## src/rtl/alu_cond_stage.sv

```systemverilog
// Condition-check stage: evaluates the instruction condition against the stored NZCV flags,
// applies the flag update of executed words, and registers the result behind a one-entry handshake.
module alu_cond_stage #(
    parameter int WIDTH = 5,
    parameter int CNT_W = 8
) (
    input  logic             clk,
    input  logic             reset,
    input  logic             in_valid,
    output logic             in_ready,
    input  logic [WIDTH-1:0] Result,
    input  logic [3:0]       ALUFlags,
    input  logic [3:0]       Cond,
    input  logic [1:0]       FlagWrite,
    output logic             out_valid,
    input  logic             out_ready,
    output logic [WIDTH-1:0] out_result,
    output logic             out_exec,
    output logic [3:0]       out_flags,
    output logic [CNT_W-1:0] exec_count,
    output logic [CNT_W-1:0] skip_count
);

    localparam logic [0:0] ST_EMPTY = 1'b0;
    localparam logic [0:0] ST_FULL  = 1'b1;

    // Flag vector layout is {N,Z,C,V}; code 4'hF never passes.
    function automatic logic cond_pass(input logic [3:0] cond, input logic [3:0] flags);
        logic n, z, c, v;
        n = flags[3];
        z = flags[2];
        c = flags[1];
        v = flags[0];
        case (cond)
            4'h0:    cond_pass = z;
            4'h1:    cond_pass = !z;
            4'h2:    cond_pass = c;
            4'h3:    cond_pass = !c;
            4'h4:    cond_pass = n;
            4'h5:    cond_pass = !n;
            4'h6:    cond_pass = v;
            4'h7:    cond_pass = !v;
            4'h8:    cond_pass = c && !z;
            4'h9:    cond_pass = !c || z;
            4'hA:    cond_pass = (n == v);
            4'hB:    cond_pass = (n != v);
            4'hC:    cond_pass = !z && (n == v);
            4'hD:    cond_pass = z || (n != v);
            4'hE:    cond_pass = 1'b1;
            default: cond_pass = 1'b0;
        endcase
    endfunction

    function automatic logic [CNT_W-1:0] sat_inc(input logic [CNT_W-1:0] cnt);
        if (cnt == {CNT_W{1'b1}}) sat_inc = cnt;
        else                      sat_inc = cnt + {{(CNT_W-1){1'b0}}, 1'b1};
    endfunction

    logic [0:0]       state_q, state_d;
    logic [WIDTH-1:0] result_q, result_d;
    logic             exec_q, exec_d;
    logic [3:0]       flags_q, flags_d;
    logic [CNT_W-1:0] exec_cnt_q, exec_cnt_d;
    logic [CNT_W-1:0] skip_cnt_q, skip_cnt_d;
    logic             in_xfer, out_xfer, cond_ex;

    assign out_valid  = (state_q == ST_FULL);
    assign in_ready   = !out_valid || out_ready;
    assign in_xfer    = in_valid && in_ready;
    assign out_xfer   = out_valid && out_ready;
    assign cond_ex    = cond_pass(Cond, flags_q);

    assign out_result = result_q;
    assign out_exec   = exec_q;
    assign out_flags  = flags_q;
    assign exec_count = exec_cnt_q;
    assign skip_count = skip_cnt_q;

    always_comb begin
        state_d    = state_q;
        result_d   = result_q;
        exec_d     = exec_q;
        flags_d    = flags_q;
        exec_cnt_d = exec_cnt_q;
        skip_cnt_d = skip_cnt_q;
        if (in_xfer) begin
            state_d  = ST_FULL;
            result_d = Result;
            exec_d   = cond_ex;
            // Squashed words never touch the flags, whatever FlagWrite says.
            if (cond_ex) begin
                if (FlagWrite[1]) flags_d[3:2] = ALUFlags[3:2];
                if (FlagWrite[0]) flags_d[1:0] = ALUFlags[1:0];
                exec_cnt_d = sat_inc(exec_cnt_q);
            end else begin
                skip_cnt_d = sat_inc(skip_cnt_q);
            end
        end else if (out_xfer) begin
            state_d = ST_EMPTY;
        end
    end

    always_ff @(posedge clk) begin
        if (!reset) begin
            state_q    <= ST_EMPTY;
            result_q   <= '0;
            exec_q     <= 1'b0;
            flags_q    <= 4'b0000;
            exec_cnt_q <= '0;
            skip_cnt_q <= '0;
        end else begin
            state_q    <= state_d;
            result_q   <= result_d;
            exec_q     <= exec_d;
            flags_q    <= flags_d;
            exec_cnt_q <= exec_cnt_d;
            skip_cnt_q <= skip_cnt_d;
        end
    end

endmodule

```

## config.mk

```make
export PLATFORM = sky130hd
export DESIGN_NAME = alu_cond_stage
export DESIGN_NICKNAME = d
export VERILOG_FILES = /design/src/rtl/alu_cond_stage.sv
export SDC_FILE = /design/constraint.sdc
export NUM_CORES = 1
export LEC_CHECK = 0
export ABC_AREA = 1
export BUFFER_PORTS_ARGS = -buffer_cell sky130_fd_sc_hd__clkbuf_2
export CORE_UTILIZATION = 35
export CTS_CLUSTER_DIAMETER = 30
export DETAILED_ROUTE_END_ITERATION = 8
export PLACE_DENSITY_LB_ADDON = 0.2
export RECOVER_POWER = 50
export SYNTH_ARGS = -nofsm -noshare
export SYNTH_HDL_FRONTEND = slang
export SYNTH_SLANG_ARGS = --single-unit
```

## constraint.sdc

```tcl
create_clock -name clk -period 1.9 [get_ports clk]
set_input_delay 0.38 -clock clk [delete_from_list [all_inputs] [get_ports clk]]
set_output_delay 0.38 -clock clk [all_outputs]
set_load 0.03 [all_outputs]
```

==> results.sh <==
export IMPL_crit_required_ps=2080
export IMPL_m1WireLength_um=1780
export IMPL_fin_crit_period_ps=1680
export IMPL_post_cts_hold_buffer_count=0
export IMPL_detail_routed_net_length_per_standard_cell_um=10.37
export IMPL_multiplexer_fraction_of_the_synthesized_cell_area=0
export IMPL_place_area_sq_um=1968
export IMPL_drv_slew=0
export IMPL_outcome="finished, violations left"
export IMPL_ys_warn_count=0
export IMPL_synth_ff_latch_count=27
export IMPL_critical_path_endpoint_type="flop"
export IMPL_hold_violations=0
export IMPL_grt_pass1_vias=1606
export IMPL_crit_path_start_kind="flop"
export IMPL_place_hpwl_um=3014
export IMPL_clockPowerShare=0.262
export IMPL_fp_row_count=24
export IMPL_met2WireLength_um=1714
export IMPL_drive_above_1_share=0.1587
export IMPL_initial_utilization=0.3708
export IMPL_cellPowerDensity_nw_per_um2=648.0
export IMPL_crit_buf_inv=1
export IMPL_fp_dieW_um=70.62
export IMPL_netSwitchingFraction=0.3423
export IMPL_final_instance_count_excl_fill=367
export IMPL_synthDistinctLibCells=27
export IMPL_post_route_cell_area_sq_um=1983
export IMPL_postSynthCellCount=262
export IMPL_antenna_cells=0
export IMPL_final_cell_mix="64 x sky130_fd_sc_hd__nand2_1, 55 x sky130_fd_sc_hd__nor2_1, 29 x sky130_fd_sc_hd__inv_1"
export IMPL_cts_root_buffer="sky130_fd_sc_hd__clkbuf_8"
export IMPL_fmax_ghz=0.5951
export IMPL_die_height_um=70.62
export IMPL_first_pass_iters=6
export IMPL_dr_wl_met3_um=238
export IMPL_grt_pass1_wl_um=6865
export IMPL_top_routing_layer_used="met4"
export IMPL_max_cap_violations=0
export IMPL_yosysSeqAreaShare=0.3280
export IMPL_synthesis_area_per_instance_sq_um=6.289
export IMPL_power_frac_seq=0.486
export IMPL_finish_net_count=337
export IMPL_drtIter0Drc=116
export IMPL_placed_cells=363
export IMPL_cpLargestDelayFamily="compound AO/OA/AOI/OAI gates"
export IMPL_yosys_area_share_simple=0.4404
export IMPL_clk_latency_ps=280
export IMPL_vias_per_cell=4.782
export IMPL_cts_htree_levels=1
export IMPL_timing_worst_slew_pin_value_ps=467.6
export IMPL_synth_top_family_by_area="simple AND/OR/NAND/NOR gates"
export IMPL_finalClockSkew_ps=2.744
export IMPL_rsz0062_at_grt="no"
export IMPL_clock_sinks=27
export IMPL_route_detailed_drc=8
export IMPL_io_pins=47
export IMPL_finalSetupViolations=0
export IMPL_route_antenna_remaining_nets=0
export IMPL_cts_tree="yes"
export IMPL_gp_routability_congestion=0.8605
export IMPL_critPathMaxFanout=9
export IMPL_worstPathArrival_ps=1860
export IMPL_vdd_ir_drop_worst_uv=332.9
export IMPL_cts_buffers=3
export IMPL_cts_buffer_depth=2
export IMPL_layout_area_overhead_vs_synth_pct=20.35
export IMPL_layout_commonest_cell="sky130_fd_sc_hd__nand2_1"
export IMPL_vias=1755
export IMPL_synth_nets=283
export IMPL_layout_worst_path_cycle_share=0.8845
export IMPL_timing_setup_critical_path_class="reg2reg"
export IMPL_port_buffer_count=46
export IMPL_violations="design-rule violations"
export IMPL_worst_slew_margin_rel=0.6868
export IMPL_mappedNetlistArea_sq_um=1648
export IMPL_synthesized_area_fraction_occupied_by_ao_oa_aoi_and_oai_cells=0.08656
export IMPL_internal_power_mw=0.8452
export IMPL_totalWireLength_um=3805
export IMPL_grt_use_total=0.1705
export IMPL_coreArea_sq_um=4444
export IMPL_synth_adder_area_share=0.01519
export IMPL_clkSlewWorstSetupHoldPaths_ps=90
export IMPL_finalSetupTns_ps=0
export IMPL_global_route_overflow_total=0
export IMPL_holdCritPathClass="in2reg"
export IMPL_net_switching_power_mw=0.4398
export IMPL_yosys_area_share_xor_xnor=0.02658
export IMPL_comb_power_share=0.253
export IMPL_fillerInstances=513
export IMPL_largest_net_degree_at_the_start_of_global_routing=18
export IMPL_critical_path_cell_chain="ha_1 -> nand2_1 -> inv_1 -> nand2_1 -> nor2_1 -> a31oi_1 -> nand2_4 -> o21ai_0 -> nor2_1"
export IMPL_slowest_delay_ps=360
export IMPL_leakagePower_nw=0.9339
export IMPL_design_die_area_sq_um=4986
export IMPL_antenna_found_initial=0
export IMPL_crit_slowest_cell="sky130_fd_sc_hd__dfxtp_1"
-- final cells by class --
| cell class | count | area, sq um | area share |
|---|---|---|---|
| flip-flops and latches | 27 | 543.0 | 0.2738 |
| clock inverters | 1 | 5.005 | 0.002524 |
| inverters | 36 | 135.1 | 0.06814 |
| well taps | 52 | 65.06 | 0.03281 |
| repair buffers | 54 | 251.5 | 0.1268 |
| clock buffers | 3 | 41.29 | 0.02082 |
| multi-input cells | 194 | 942.2 | 0.4751 |
-- cells by family (layout without fill, tap and decap cells) --
logic type,count (synthesis),after routing
adder cells (fa/ha/maj),2,2
buffers and inverters,41,94
flip-flops,27,27
AND/OR/NAND/NOR,163,163
AO/OA/AOI/OAI,24,24
XOR/XNOR,5,5
-- power groups by stage --
stage	registers, mW	logic, mW	clock network [mW]
after floorplan	0.692	0.183	0
after global placement	0.638	0.334	0
after detailed placement	0.637	0.334	0
after CTS	0.624	0.335	0.354
after global routing	0.629	0.365	0.369
final	0.624	0.325	0.336
-- timing repair --
action,in CTS,in global routing
setup endpoints to repair,0,10
buffers inserted,0,0
resized for setup,0,3
-- per-layer routing --
layer  track usage  vias to the layer above
met2        0.2848                       48
met3       0.02707                        4
met1        0.2195                      765
li1              -                      938
met4       0.07333                        0
met5             0                        -
-- path summary, 6_finish.rpt --
check                     start             to  slack (ps)  cells after the start
setup reg to reg  exec_count[0]  exec_count[5]         220                      9
hold reg to reg        out_exec       out_exec         480                      2
setup / recovery  exec_count[0]  exec_count[5]         220                      9
hold / removal      ALUFlags[0]   out_flags[0]         340                      3
-- flip-flops by register name, indices dropped and copies added, names as in the netlist --
register	cells
exec_count	8
out_flags	4
out_valid	1
out_exec	1
out_result	5
skip_count	8
-- tightest hold or removal path, cell delays in order --
cell                       delay, ps
sky130_fd_sc_hd__clkbuf_2         80
sky130_fd_sc_hd__nand3_1          70
sky130_fd_sc_hd__a21oi_1          60
-- cell usage after synthesis --
cell	instances	area [sq um]
sky130_fd_sc_hd__clkinv_1	2	7.510
sky130_fd_sc_hd__dfxtp_1	27	540.5
sky130_fd_sc_hd__a21oi_2	1	8.760
sky130_fd_sc_hd__inv_2	5	18.77
sky130_fd_sc_hd__buf_6	2	22.52
sky130_fd_sc_hd__nor4_1	1	6.260
sky130_fd_sc_hd__ha_1	2	25.02
sky130_fd_sc_hd__xnor2_1	1	8.760
sky130_fd_sc_hd__nand3_1	20	100.1
sky130_fd_sc_hd__a21oi_1	10	50.05
sky130_fd_sc_hd__nor2_8	1	20.02
sky130_fd_sc_hd__nand2_1	64	240.2
sky130_fd_sc_hd__nand3_2	2	20.02
sky130_fd_sc_hd__inv_1	29	108.9
sky130_fd_sc_hd__nand4_1	12	75.07
sky130_fd_sc_hd__buf_2	1	5.000
sky130_fd_sc_hd__clkbuf_1	2	7.510
sky130_fd_sc_hd__o21ai_2	1	8.760
sky130_fd_sc_hd__o21ai_0	9	45.04
sky130_fd_sc_hd__o21ai_4	1	16.27
sky130_fd_sc_hd__nand2_2	4	25.02
sky130_fd_sc_hd__a31oi_1	1	6.260
sky130_fd_sc_hd__nor2_1	55	206.5
sky130_fd_sc_hd__nor3_1	2	10.01
sky130_fd_sc_hd__a21boi_0	1	7.510
sky130_fd_sc_hd__nand2_4	2	22.52
sky130_fd_sc_hd__xor2_1	4	35.03
-- through the flow --
step | setup WS [ps] | hold WS (ps) | utilization | total power, mW
2_1_floorplan | 188.5 | 544.4 | - | 0.8748
3_3_place_gp | 18.75 | 459.5 | 0.4428 | 0.9718
3_5_place_dp | 9.654 | 455.7 | 0.4428 | 0.9716
4_1_cts | 112.5 | 331.0 | 0.4533 | 1.314
5_1_grt | 8.396 | 350.5 | 0.4462 | 1.364
6_report | 219.5 | 336.2 | 0.4462 | 1.285
(Power assumes the default switching activity.)
